### src/rtl/arith_pkg.sv
// rtl/arith_pkg.sv - shared arithmetic-unit encodings and constants.
package arith_pkg;

    localparam logic [1:0] ST_IDLE = 2'd0;
    localparam logic [1:0] ST_CALC = 2'd1;
    localparam logic [1:0] ST_DONE = 2'd2;

    typedef enum logic [1:0] {
        S_IDLE = ST_IDLE,
        S_CALC = ST_CALC,
        S_DONE = ST_DONE
    } state_e;

    localparam int MAX_WIDTH = 128;

    function automatic logic [MAX_WIDTH-1:0] div0_quot(input int unsigned width);
        return {MAX_WIDTH{1'b1}} >> (MAX_WIDTH - width);
    endfunction

endpackage

### src/rtl/cla.sv
// rtl/cla.sv - carry-lookahead adder, 4-bit lookahead groups chained by group carry.
module cla #(
    parameter int W = 32
) (
    input  logic [W-1:0] a,
    input  logic [W-1:0] b,
    input  logic         ci,
    output logic [W-1:0] s,
    output logic         co
);

    logic [W-1:0] p;
    logic [W-1:0] g;
    logic [W:0]   c;

    assign p = a ^ b;
    assign g = a & b;

    // Bit carries inside a group depend only on the group carry-in.
    always_comb begin
        logic cg;
        logic gr;
        logic pr;
        c    = '0;
        c[0] = ci;
        cg   = ci;
        gr   = 1'b0;
        pr   = 1'b1;
        for (int base = 0; base < W; base += 4) begin
            gr = 1'b0;
            pr = 1'b1;
            for (int k = 0; k < 4; k++) begin
                if (base + k < W) begin
                    gr = g[base+k] | (p[base+k] & gr);
                    pr = p[base+k] & pr;
                    c[base+k+1] = gr | (pr & cg);
                end
            end
            cg = gr | (pr & cg);
        end
    end

    assign s  = p ^ c[W-1:0];
    assign co = c[W];

endmodule

### src/rtl/div_step.sv
// rtl/div_step.sv - one restoring-division iteration: WIDTH+1-bit trial subtract and select.
module div_step #(
    parameter int W = 32
) (
    input  logic [W:0]   rem_shift,
    input  logic [W-1:0] divisor,
    output logic [W-1:0] rem_next,
    output logic         q_bit
);

    logic [W:0] diff;
    logic       no_borrow;

    cla #(.W(W+1)) u_sub (
        .a  (rem_shift),
        .b  (~{1'b0, divisor}),
        .ci (1'b1),
        .s  (diff),
        .co (no_borrow)
    );

    // rem_shift < 2*divisor, so a successful subtract always leaves diff[W] clear.
    assign q_bit    = no_borrow & ~diff[W];
    assign rem_next = q_bit ? diff[W-1:0] : rem_shift[W-1:0];

endmodule

### src/rtl/seq_divider.sv
// rtl/seq_divider.sv - radix-2 restoring sequential divider; SEQ_DIVIDER_SIGNED_EN enables two's-complement operands.
module seq_divider
    import arith_pkg::*;
#(
    parameter int WIDTH = 32,
    parameter int CNT_W = $clog2(WIDTH + 1)
) (
    input  logic             clk,
    input  logic             rst,
    input  logic             in_valid,
    output logic             in_ready,
    input  logic [WIDTH-1:0] dividend,
    input  logic [WIDTH-1:0] divisor,
    output logic             out_valid,
    input  logic             out_ready,
    output logic [WIDTH-1:0] quotient,
    output logic [WIDTH-1:0] remainder,
    output logic             div_by_zero
);

    localparam logic [WIDTH-1:0] DIV0_Q = WIDTH'(div0_quot(WIDTH));

    state_e           state_q, state_d;
    logic [CNT_W-1:0] cnt_q, cnt_d;
    logic [WIDTH-1:0] rem_q, rem_d;
    logic [WIDTH-1:0] quot_q, quot_d;
    logic [WIDTH-1:0] dvsr_q, dvsr_d;
    logic [WIDTH-1:0] res_quot_q, res_quot_d;
    logic [WIDTH-1:0] res_rem_q, res_rem_d;
    logic             dbz_q, dbz_d;

    logic [WIDTH-1:0] step_rem;
    logic             step_bit;
    logic [WIDTH-1:0] quot_step;
    logic [WIDTH-1:0] a_mag;
    logic [WIDTH-1:0] b_mag;
    logic [WIDTH-1:0] fin_quot;
    logic [WIDTH-1:0] fin_rem;

    div_step #(.W(WIDTH)) u_step (
        .rem_shift ({rem_q, quot_q[WIDTH-1]}),
        .divisor   (dvsr_q),
        .rem_next  (step_rem),
        .q_bit     (step_bit)
    );

    assign quot_step = {quot_q[WIDTH-2:0], step_bit};

`ifdef SEQ_DIVIDER_SIGNED_EN
    logic neg_quot_q, neg_quot_d;
    logic neg_rem_q, neg_rem_d;

    assign a_mag    = dividend[WIDTH-1] ? -dividend : dividend;
    assign b_mag    = divisor[WIDTH-1]  ? -divisor  : divisor;
    // Truncation toward zero: remainder follows the dividend's sign.
    assign fin_quot = neg_quot_q ? -quot_step : quot_step;
    assign fin_rem  = neg_rem_q  ? -step_rem  : step_rem;

    always_comb begin
        neg_quot_d = neg_quot_q;
        neg_rem_d  = neg_rem_q;
        if (state_q == S_IDLE && in_valid) begin
            neg_quot_d = dividend[WIDTH-1] ^ divisor[WIDTH-1];
            neg_rem_d  = dividend[WIDTH-1];
        end
    end

    always_ff @(posedge clk) begin
        if (rst) begin
            neg_quot_q <= 1'b0;
            neg_rem_q  <= 1'b0;
        end else begin
            neg_quot_q <= neg_quot_d;
            neg_rem_q  <= neg_rem_d;
        end
    end
`else
    assign a_mag    = dividend;
    assign b_mag    = divisor;
    assign fin_quot = quot_step;
    assign fin_rem  = step_rem;
`endif

    always_comb begin
        state_d    = state_q;
        cnt_d      = cnt_q;
        rem_d      = rem_q;
        quot_d     = quot_q;
        dvsr_d     = dvsr_q;
        res_quot_d = res_quot_q;
        res_rem_d  = res_rem_q;
        dbz_d      = dbz_q;
        unique case (state_q)
            S_IDLE: begin
                if (in_valid) begin
                    if (divisor == '0) begin
                        res_quot_d = DIV0_Q;
                        res_rem_d  = dividend;
                        dbz_d      = 1'b1;
                        state_d    = S_DONE;
                    end else begin
                        rem_d   = '0;
                        quot_d  = a_mag;
                        dvsr_d  = b_mag;
                        cnt_d   = CNT_W'(WIDTH);
                        dbz_d   = 1'b0;
                        state_d = S_CALC;
                    end
                end
            end
            S_CALC: begin
                rem_d  = step_rem;
                quot_d = quot_step;
                cnt_d  = cnt_q - CNT_W'(1);
                // Final iteration writes the (sign-corrected) result straight into the output registers.
                if (cnt_q == CNT_W'(1)) begin
                    res_quot_d = fin_quot;
                    res_rem_d  = fin_rem;
                    state_d    = S_DONE;
                end
            end
            S_DONE: begin
                if (out_ready) begin
                    state_d = S_IDLE;
                end
            end
            default: state_d = S_IDLE;
        endcase
    end

    always_ff @(posedge clk) begin
        if (rst) begin
            state_q    <= S_IDLE;
            cnt_q      <= '0;
            rem_q      <= '0;
            quot_q     <= '0;
            dvsr_q     <= '0;
            res_quot_q <= '0;
            res_rem_q  <= '0;
            dbz_q      <= 1'b0;
        end else begin
            state_q    <= state_d;
            cnt_q      <= cnt_d;
            rem_q      <= rem_d;
            quot_q     <= quot_d;
            dvsr_q     <= dvsr_d;
            res_quot_q <= res_quot_d;
            res_rem_q  <= res_rem_d;
            dbz_q      <= dbz_d;
        end
    end

    assign in_ready    = (state_q == S_IDLE);
    assign out_valid   = (state_q == S_DONE);
    assign quotient    = res_quot_q;
    assign remainder   = res_rem_q;
    assign div_by_zero = dbz_q;

endmodule

### config.mk
export PLATFORM = sky130hd
export DESIGN_NAME = seq_divider
export DESIGN_NICKNAME = d
export VERILOG_FILES = /design/src/rtl/arith_pkg.sv /design/src/rtl/cla.sv /design/src/rtl/div_step.sv /design/src/rtl/seq_divider.sv
export SDC_FILE = /design/constraint.sdc
export NUM_CORES = 1
export LEC_CHECK = 0
export CORE_MARGIN = 3
export CORE_UTILIZATION = 45
export CTS_BUF_LIST = sky130_fd_sc_hd__clkbuf_8
export CTS_CLUSTER_DIAMETER = 100
export CTS_CLUSTER_SIZE = 16
export DETAILED_ROUTE_END_ITERATION = 8
export DONT_BUFFER_PORTS = 1
export PLACE_DENSITY = 0.62
export SETUP_SLACK_MARGIN = 0.2
export SLEW_MARGIN = 10
export SYNTH_ARGS = -nofsm -noshare
export SYNTH_HDL_FRONTEND = slang
export SYNTH_HIERARCHICAL = 1
export SYNTH_SLANG_ARGS = --single-unit
### constraint.sdc
create_clock -name clk -period 5.65 [get_ports clk]
set_input_delay 0.565 -clock clk [delete_from_list [all_inputs] [get_ports clk]]
set_output_delay 0.565 -clock clk [all_outputs]
set_load 0.05 [all_outputs]
==> results.cfg, run 1 <==
[status]
status = complete, no violations

[sta]
finalSetupViolCount = 0
fin_ws_ns = 1.42
slew_headroom_pct = 34.4
post-route-period-util_pct = 74.8
finClkSkew_ns = 0.0118
hold_viol = 0
timing.hold.ws_ns = 0.188
max_freq_mhz = 236
tightestPinTransition_ns = 0.982
rsz0062_at_grt = false
tns_ns = 0
fin_crit_ns = 4.23
maxSlewViolCount = 0

[critical_path]
cpPeakStageDelay_ns = 0.52
arrival_ns = 4.54
path_depth = 17
r2r_cells = 17
crit_family = compound AO/OA/AOI/OAI gates
cp_slowest_cell = nand2b_4
r2r_end = remainder[31]
critPathLaunchType = flop
worstSetupPathType = reg2reg
cp_cell_sequence = inv_1 > ha_1 > a21o_1 > a21o_1 > a221oi_2 > o22a_1 > o31ai_4 > o211ai_2 > nand3b_2 > a21oi_1 > fa_1 > inv_1 > nand2b_4 > mux2_2 > nand2_1 > a21boi_0 > a211oi_1
reg2reg_from = dvsr_q[17]
critPathBufInv = 2
ff2ff_setup_slack_ns = 1.42
crit_path_end_kind = flop
cp_max_fo = 33
cp_data_required_time_ns = 5.97
crit_start = dvsr_q[17]
cp-endpoint = remainder[31]

[power]
power_density_nw_per_um2 = 276
internal_power_mw = 1.80
clockPowerShare_pct = 34.3
share_comb_of_total_power_pct = 13.2
p_sw_share_pct = 29.2
p_sw_mw = 0.743
p_leak_nw = 3.87
ir_worst_vdd_mv = 0.121
power_frac_seq_pct = 52.5

[run]
cap_violations = 0

[synthesis]
synth_top_area_share_pct = 38.7
ys_ff_latch = 169
syn_area_um2 = 8740
syn_inst = 988
async_flop_share_pct = 0
ys.flop_type = dfxtp_1
syn_avg_cell_area_um2 = 8.85
ys_warn_count = 6
synth.area.top_cells = dfxtp_1 (39%), mux2i_1 (7.3%), nor3_1 (5.8%)
synth_edf_count = 0
yosysTopAreaCell = dfxtp_1
yosys.cell_types.count = 55
ys_seq_area_share_pct = 38.7

[global_route]
antenna_found_initial = 0
grt_pass1_wl_um = 35000
grtUsageTotal_pct = 20.2
grt_pass1_vias = 6160
gr-total-overflow = 0
grt_max_degree = 170

[routing]
drt_iter0_drc = 405
vias = 6698
routedWlPerCell_um = 17.8
drt_pre_antenna_iters = 6
wirelength_um = 21700
drt-vias-per-instance = 5.50
drc = 0
antenna_left = 0

[floorplanning]
die_y_um = 145
io_pins = 135
die_x_um = 145
start_util_pct = 46.3
rows = 50
coreArea_um2 = 18900
dieArea_um2 = 21100

[finish]
antenna_cells = 0
design_area_um2 = 9220
num-nets-final = 1056
drive_gt1_share_pct = 9.09
syn_to_final_growth_pct = 5.48

[place]
io_buffer_count = 0
hpwl_um = 14900
place_worst_setup_slack_ns = 1.46
place_area_um2 = 8830
gp_congestion = 0.842

[clocking]
clkTransAtPathRegs_ns = 0.09
cts_tree = done
numCtsBuffers = 17
root_buffer = clkbuf_8
worstSkewPairLatency_ns = 0.45
clockBufferDepth = 2
h-tree-depth = 4
cts_setup_buffers = 0
cts_resized = 0
cts_sinks = 169
holdBufCountCts = 0

[hold_path]
holdCritPathClass = in2reg
==> metal layers <==
metal | vias up | track usage, % | routed length [um]
li1 | 3395 | - | -
met1 | 3137 | 29.8 | 10900
met2 | 154 | 28.6 | 9020
met3 | 12 | 6.51 | 1510
met4 | 0 | 5.22 | 312
met5 | - | 0 | 0
==> through the flow <==
step	instances	utilization (%)	power, mW
floorplan	991	-	1.65
global placement	1186	46.7	1.70
detailed placement	1186	46.7	1.70
CTS	1217	48.8	2.57
global route	1217	48.8	2.68
finish	1217	48.8	2.54
==> worst register-to-register path: stages, from the launching register on <==
cell,delay (ns)
dfxtp_1,0.34
inv_1,0.04
ha_1,0.34
a21o_1,0.18
a21o_1,0.18
a221oi_2,0.28
o22a_1,0.24
o31ai_4,0.10
o211ai_2,0.20
nand3b_2,0.11
a21oi_1,0.20
fa_1,0.44
inv_1,0.07
nand2b_4,0.52
mux2_2,0.43
nand2_1,0.12
a21boi_0,0.22
a211oi_1,0.10
==> logic make-up after synthesis <==
logic type / after synthesis / share of synthesized area, %
xor+xnor: 21 / 2.10
flops: 169 / 38.7
mux: 96 / 12.7
buf+inv: 125 / 6.36
fa+ha+maj: 43 / 6.93
other cells: 1 / 0.0429
simple gates: 340 / 18.0
compound gates: 193 / 15.2
==> power groups by stage <==
stage	Sequential [mW]	Clock [mW]	Combinational [mW]
6_report	1.34	0.872	0.336
5_1_grt	1.34	0.948	0.382
4_1_cts	1.34	0.897	0.339
3_5_place_dp	1.36	0	0.337
3_3_place_gp	1.36	0	0.335
2_1_floorplan	1.35	0	0.304
==> how the worst min path moves through the flow <==
stage / startpoint / endpoint / slack, ns / depth (start not counted)
global route: rst / quot_q[24] / 0.13 / 1
finish: rst / quotient[24] / 0.19 / 1
global placement: rem_q[31] / rem_q[31] / 0.45 / 2
floorplan: rem_q[31] / rem_q[31] / 0.45 / 2
detailed placement: rem_q[31] / rem_q[31] / 0.46 / 2
CTS: rst / quot_q[24] / 0.15 / 1
==> flip-flops by register name (all words and copies together), names as in the netlist <==
name         flops
remainder       32
state_q          2
quot_q          32
dvsr_q          32
rem_q           32
div_by_zero      1
cnt_q            6
quotient        32
==> cell type report <==
type                       count  area, um^2
clock buffer                  18         248
clock inverter                13         145
fill                        1833        9670
inverter                      51         191
multi-input combinational    697        4860
sequential                   169        3380
tap                          260         325
timing repair buffer           9        67.6
==> synth_stat cells (3+ instances only) <==
cell type and instances:
xnor2_1 9, mux2_2 3, buf_2 12, xor2_1 12, ha_1 34, inv_1 50
o21a_1 3, a21o_1 12, mux2_4 29, fa_1 9, nand4_1 3, nand2_1 45
nor3_1 101, nor2b_1 4, dfxtp_1 169, buf_4 11, o21ai_0 3, buf_6 4
nor2_1 114, o21bai_1 3, nor4_1 10, mux2i_1 64, o21ai_1 4, a21oi_1 57
nand3_1 43, a211oi_1 66, nand2b_1 6, clkbuf_1 46, a21boi_0 32
==> placed cells by master, fill, tap and decap left out, types with 32 or more instances in the layout <==
cell type    n
nor2_1     113
a21boi_0    32
nor3_1     101
nand2_1     45
inv_1       51
a211oi_1    66
dfxtp_1    169
a21oi_1     57
ha_1        34
mux2i_1     64
nand3_1     43
Note: power is estimated with default switching activity, not from simulation.
==> run 2, diff against run 1 <==
--- a/config.mk
+++ b/config.mk
@@ -12,7 +12,7 @@
 export CTS_CLUSTER_SIZE = 16
 export DETAILED_ROUTE_END_ITERATION = 8
 export DONT_BUFFER_PORTS = 1
-export PLACE_DENSITY = 0.62
+export PLACE_DENSITY = 0.64
 export SETUP_SLACK_MARGIN = 0.2
 export SLEW_MARGIN = 10
 export SYNTH_ARGS = -nofsm -noshare
==> constraint.sdc (replaced) <==
create_clock -name clk -period 3.5 [get_ports clk]
set_input_delay 0.35 -clock clk [delete_from_list [all_inputs] [get_ports clk]]
set_output_delay 0.35 -clock clk [all_outputs]
set_load 0.05 [all_outputs]
==> results.cfg, run 2 (synthesized netlist as in run 1, its figures left out) <==
[floorplanning]
rows = 50
coreArea_um2 = 18900
die_x_um = 145
die_y_um = 145
start_util_pct = 46.3
dieArea_um2 = 21100
io_pins = 135

[power]
ir_worst_vdd_mv = 0.221
power_density_nw_per_um2 = 376
p_sw_mw = 1.31
finalPower_mw = 4.29
clockPowerShare_pct = 31.8
share_comb_of_total_power_pct = 17.9
p_sw_share_pct = 30.4
power_frac_seq_pct = 50.3
internal_power_mw = 2.99
p_leak_nw = 5.09

[finish]
layout_common_cells = dfxtp_1 (156), nor2_1 (112), dlygate4sd3_1 (102)
post-route-util_pct = 60.5
multi_input_area_um2 = 5360
drive_gt1_share_pct = 24.1
nFillCells = 1644
final_common_cell = dfxtp_1
num-nets-final = 1233
syn_to_final_growth_pct = 30.7
design_area_um2 = 11400
antenna_cells = 0
regArea_um2 = 3400

[routing]
antenna_left = 0
drt_iter0_drc = 455
routedWlPerCell_um = 17.2
drc = 0
drt-vias-per-instance = 5.40
drt_pre_antenna_iters = 5
vias = 7531
wirelength_um = 24000

[critical_path]
critPathLaunchType = flop
cp_cell_sequence = inv_2 > ha_4 > a21o_1 > a21o_1 > a221oi_2 > o22a_1 > o31ai_4 > o211ai_2 > nand3b_4 > a21oi_4 > fa_1 > inv_1 > nand2b_4 > clkbuf_16 > mux2_4 > nand2_2 > a21boi_2 > a211oi_1
arrival_ns = 4.02
critPathBufInv = 3
cpMostUsedCell = a21o_1
cp_max_fo = 6
crit_path_end_kind = flop
cpPeakStageDelay_ns = 0.42
worstSetupPathType = reg2reg
crit_family = compound AO/OA/AOI/OAI gates
cp_slowest_cell = fa_1
cp_data_required_time_ns = 3.82

[place]
place_worst_setup_slack_ns = -0.0770
place_area_um2 = 9560
gp_congestion = 0.864
hpwl_um = 15500
io_buffer_count = 0

[sta]
fin_crit_ns = 3.70
timing.hold.ws_ns = -0.0373
fin_ws_ns = -0.196
finClkSkew_ns = 0.0100
hold_viol = 5
tightestPinTransition_ns = 0.992
maxSlewViolCount = 0
max_freq_mhz = 271
slew_headroom_pct = 33.8
rsz0062_at_grt = true
post-route-period-util_pct = 106
finalSetupViolCount = 55

[hold_path]
holdCritPathClass = in2reg

[global_route]
grt_pass1_wl_um = 38700
grt_max_degree = 170
antenna_found_initial = 0
grtUsageTotal_pct = 22.0
grt_pass1_vias = 7315
gr-total-overflow = 0

[clocking]
worstSkewPairLatency_ns = 0.46
cts_sinks = 169
numCtsBuffers = 17
holdBufCountCts = 102
clkTransAtPathRegs_ns = 0.09
root_buffer = clkbuf_8
h-tree-depth = 4
cts_tree = done
clockBufferDepth = 2

[run]
cap_violations = 0

[status]
status = complete, but fails checks
violations = hold timing, setup timing
-- run 2: through the flow --
step / setup TNS [ns] / std cells
after floorplan: 0 / 991
after global routing: -16.89 / 1395
after global placement: -0.0564 / 1254
final: -6.13 / 1395
after detailed placement: -0.883 / 1254
after CTS: -0.593 / 1390
-- run 2: worst register-to-register path: cells and delay by family (launching register included) --
kind                       cells  cell delay (ns)
and+or+nand+nor                3             0.41
buffers and inverters          3             0.30
DFF                            1             0.35
AOI/OAI and AO/OA              9             1.56
adders and majority gates      2             0.63
muxes                          1             0.30
-- run 2: worst paths after layout --
kind | from | end | slack, ns | cells past startpoint
min | rst | remainder[17] | -0.04 | 1
max reg2reg | dvsr_q[17] | remainder[30] | -0.20 | 18
max | dvsr_q[17] | remainder[30] | -0.20 | 18
min reg2reg | rem_q[31] | rem_q[31] | 0.49 | 2
-- run 2: power by group through the flow --
| stage | sequential [mW] | combinational [mW] | clock [mW] |
|---|---|---|---|
| 3_5_place_dp | 2.20 | 0.612 | 0 |
| 6_report | 2.16 | 0.771 | 1.36 |
| 2_1_floorplan | 2.18 | 0.510 | 0 |
| 5_1_grt | 2.17 | 0.854 | 1.48 |
| 4_1_cts | 2.16 | 0.731 | 1.40 |
| 3_3_place_gp | 2.20 | 0.601 | 0 |
-- run 2: per-layer routing --
layer	share of wire [%]	vias to the layer above	track usage, %
met5	0	-	0
met4	1.8	0	6.27
met3	6.7	34	6.17
met2	45	185	32.9
met1	47	3574	31.1
li1	-	3738	-
-- run 2: what timing repair did --
item,in CTS,in global routing
hold endpoints to repair,168,66
gates resized for setup,21,75
endpoints found under the setup margin,64,66
gates cloned,0,2
setup buffers,2,3
pin swaps,0,16
-- run 2: cell type report --
type	count	share of cell area, %
Inverter	51	1.69
Clock buffer	17	2.05
Sequential cell	169	29.8
Timing Repair Buffer	186	15.6
Clock inverter	15	1.23
Multi-Input combinational cell	697	46.9
Tap cell	260	2.85
==> run 3, diff against run 2 <==
--- a/config.mk
+++ b/config.mk
@@ -5,14 +5,14 @@
 export SDC_FILE = /design/constraint.sdc
 export NUM_CORES = 1
 export LEC_CHECK = 0
-export CORE_MARGIN = 3
+export CORE_MARGIN = 1
 export CORE_UTILIZATION = 45
 export CTS_BUF_LIST = sky130_fd_sc_hd__clkbuf_8
 export CTS_CLUSTER_DIAMETER = 100
 export CTS_CLUSTER_SIZE = 16
 export DETAILED_ROUTE_END_ITERATION = 8
 export DONT_BUFFER_PORTS = 1
-export PLACE_DENSITY = 0.64
+export PLACE_DENSITY = 0.62
 export SETUP_SLACK_MARGIN = 0.2
 export SLEW_MARGIN = 10
 export SYNTH_ARGS = -nofsm -noshare
==> constraint.sdc (replaced) <==
create_clock -name clk -period 4.4 [get_ports clk]
set_input_delay 0.44 -clock clk [delete_from_list [all_inputs] [get_ports clk]]
set_output_delay 0.44 -clock clk [all_outputs]
set_load 0.05 [all_outputs]
==> results.cfg, run 3 (synthesized netlist as in run 1, its figures left out) <==
[critical_path]
crit_path_end_kind = flop
cp_slowest_cell = fa_1
critPathBufInv = 3
crit_family = compound AO/OA/AOI/OAI gates
cp_max_fo = 18
ff2ff_setup_slack_ns = 0.51
worstSetupPathType = reg2reg
critPathLaunchType = flop
arrival_ns = 4.23
r2r_cells = 18
cp_data_required_time_ns = 4.74
r2r_end = remainder[14]
reg2reg_from = dvsr_q[21]
cpPeakStageDelay_ns = 0.43
cp_cell_sequence = inv_1 > ha_1 > a21o_1 > a21o_1 > a21oi_1 > o22a_1 > o31ai_4 > o211ai_2 > nand3b_2 > a21oi_1 > fa_1 > inv_1 > nand2b_4 > buf_12 > mux2_4 > nand2_1 > a21boi_0 > a211oi_1

[routing]
vias = 6638
dr_wl_met2_um = 8660
drt_pre_antenna_iters = 5
drt-vias-per-instance = 5.44
top_layer_used = met4
drc = 0
routedWlPerCell_um = 17.2
wirelength_um = 21000
met1_length_um = 10900
drt_iter0_drc = 386
antenna_left = 0
met3_wirelength_um = 1170

[sta]
tightestPinTransition_ns = 0.991
post-route-period-util_pct = 88.4
finClkSkew_ns = 0.0205
fin_crit_ns = 3.89
slew_headroom_pct = 33.8
tns_ns = 0
rsz0062_at_grt = false
hold_viol = 0
finalSetupViolCount = 0
max_freq_mhz = 257
maxSlewViolCount = 0

[power]
ir_worst_vdd_mv = 0.166
p_leak_nw = 3.89
finalPower_mw = 3.27
power_density_nw_per_um2 = 353

[finish]
drive_gt1_share_pct = 9.57
multi_input_area_um2 = 4860
nFillCells = 1860
post-route-util_pct = 49.1
num-nets-final = 1059
final_common_cell = dfxtp_1
fin_cells = 1221
syn_to_final_growth_pct = 6.04
regArea_um2 = 3380
layout_common_cells = dfxtp_1 (169), nor2_1 (113), nor3_1 (101)
antenna_cells = 0

[floorplanning]
coreArea_um2 = 18900
die_x_um = 141
start_util_pct = 46.3
rows = 50
dieArea_um2 = 20000
die_y_um = 141
io_pins = 135

[run]
cap_violations = 0

[clocking]
h-tree-depth = 4
cts_sinks = 169
root_buffer = clkbuf_8
clkTransAtPathRegs_ns = 0.10
holdBufCountCts = 0
clockBufferDepth = 2
worstSkewPairLatency_ns = 0.46
numCtsBuffers = 17
cts_tree = done

[global_route]
grt_pass1_vias = 6112
grt_pass1_wl_um = 33800
grt_max_degree = 170
antenna_found_initial = 0
grtUsageTotal_pct = 21.6
gr-total-overflow = 0

[hold_path]
min_path_cells = 1
min_to = quotient[23]
holdCritPathClass = in2reg
hp-start = rst

[place]
gp_congestion = 0.826
post-place-cells = 1188
io_buffer_count = 0
hpwl_um = 14600

[status]
status = complete, no violations
run 3: cell count changes in the layout (fill, tap and decap cells not counted), sizes merged:
cell | previous run | this run
dlygate4sd3 | 102 | 0
clkinv | 3 | 4
buf | 82 | 12
inv | 58 | 57
clkbuf | 19 | 17
run 3: worst max-delay path by stage:
stage                     from       endpoint  slack, ns  cells after the start
global placement    dvsr_q[17]  remainder[24]       0.45                     18
floorplan           dvsr_q[17]  remainder[10]       0.78                     19
CTS                 dvsr_q[17]  remainder[24]       0.42                     18
finish              dvsr_q[21]  remainder[14]       0.51                     18
detailed placement  dvsr_q[17]  remainder[24]       0.44                     18
global route         dvsr_q[6]   remainder[1]       0.20                     18
run 3: area by class of cell:
type | count | area share, %
Clock buffer | 17 | 2.52
Clock inverter | 15 | 1.78
Inverter | 51 | 2.07
Multi-Input combinational cell | 697 | 52.5
Sequential cell | 169 | 36.5
Tap cell | 260 | 3.51
Timing Repair Buffer | 12 | 1.15
run 3: repair_timing:
| action | 4_1_cts | 5_1_grt |
|---|---|---|
| resized for setup | 0 | 3 |
| setup buffers | 0 | 1 |
| setup endpoints to repair | 0 | 25 |
run 3: metrics by stage:
step | worst slack [ns] | area [um^2] | hold WS, ns
detailed placement | 0.437 | 8850 | 0.461
global route | 0.201 | 9270 | 0.00205
finish | 0.510 | 9270 | 0.0434
global placement | 0.454 | 8850 | 0.466
floorplan | 0.778 | 8750 | 0.448
CTS | 0.421 | 9250 | 0.0215
run 3: per-layer routing:
layer,GRT usage [%],vias up
met5,0,-
met4,5.95,0
met3,5.84,18
met2,30.0,155
met1,32.2,3069
li1,-,3396
run 3: power by group:
group          switching [mW]  internal, mW  leakage, nW
clock                   0.651         0.471        0.192
combinational           0.248         0.186         2.33
sequential              0.110          1.60         1.38
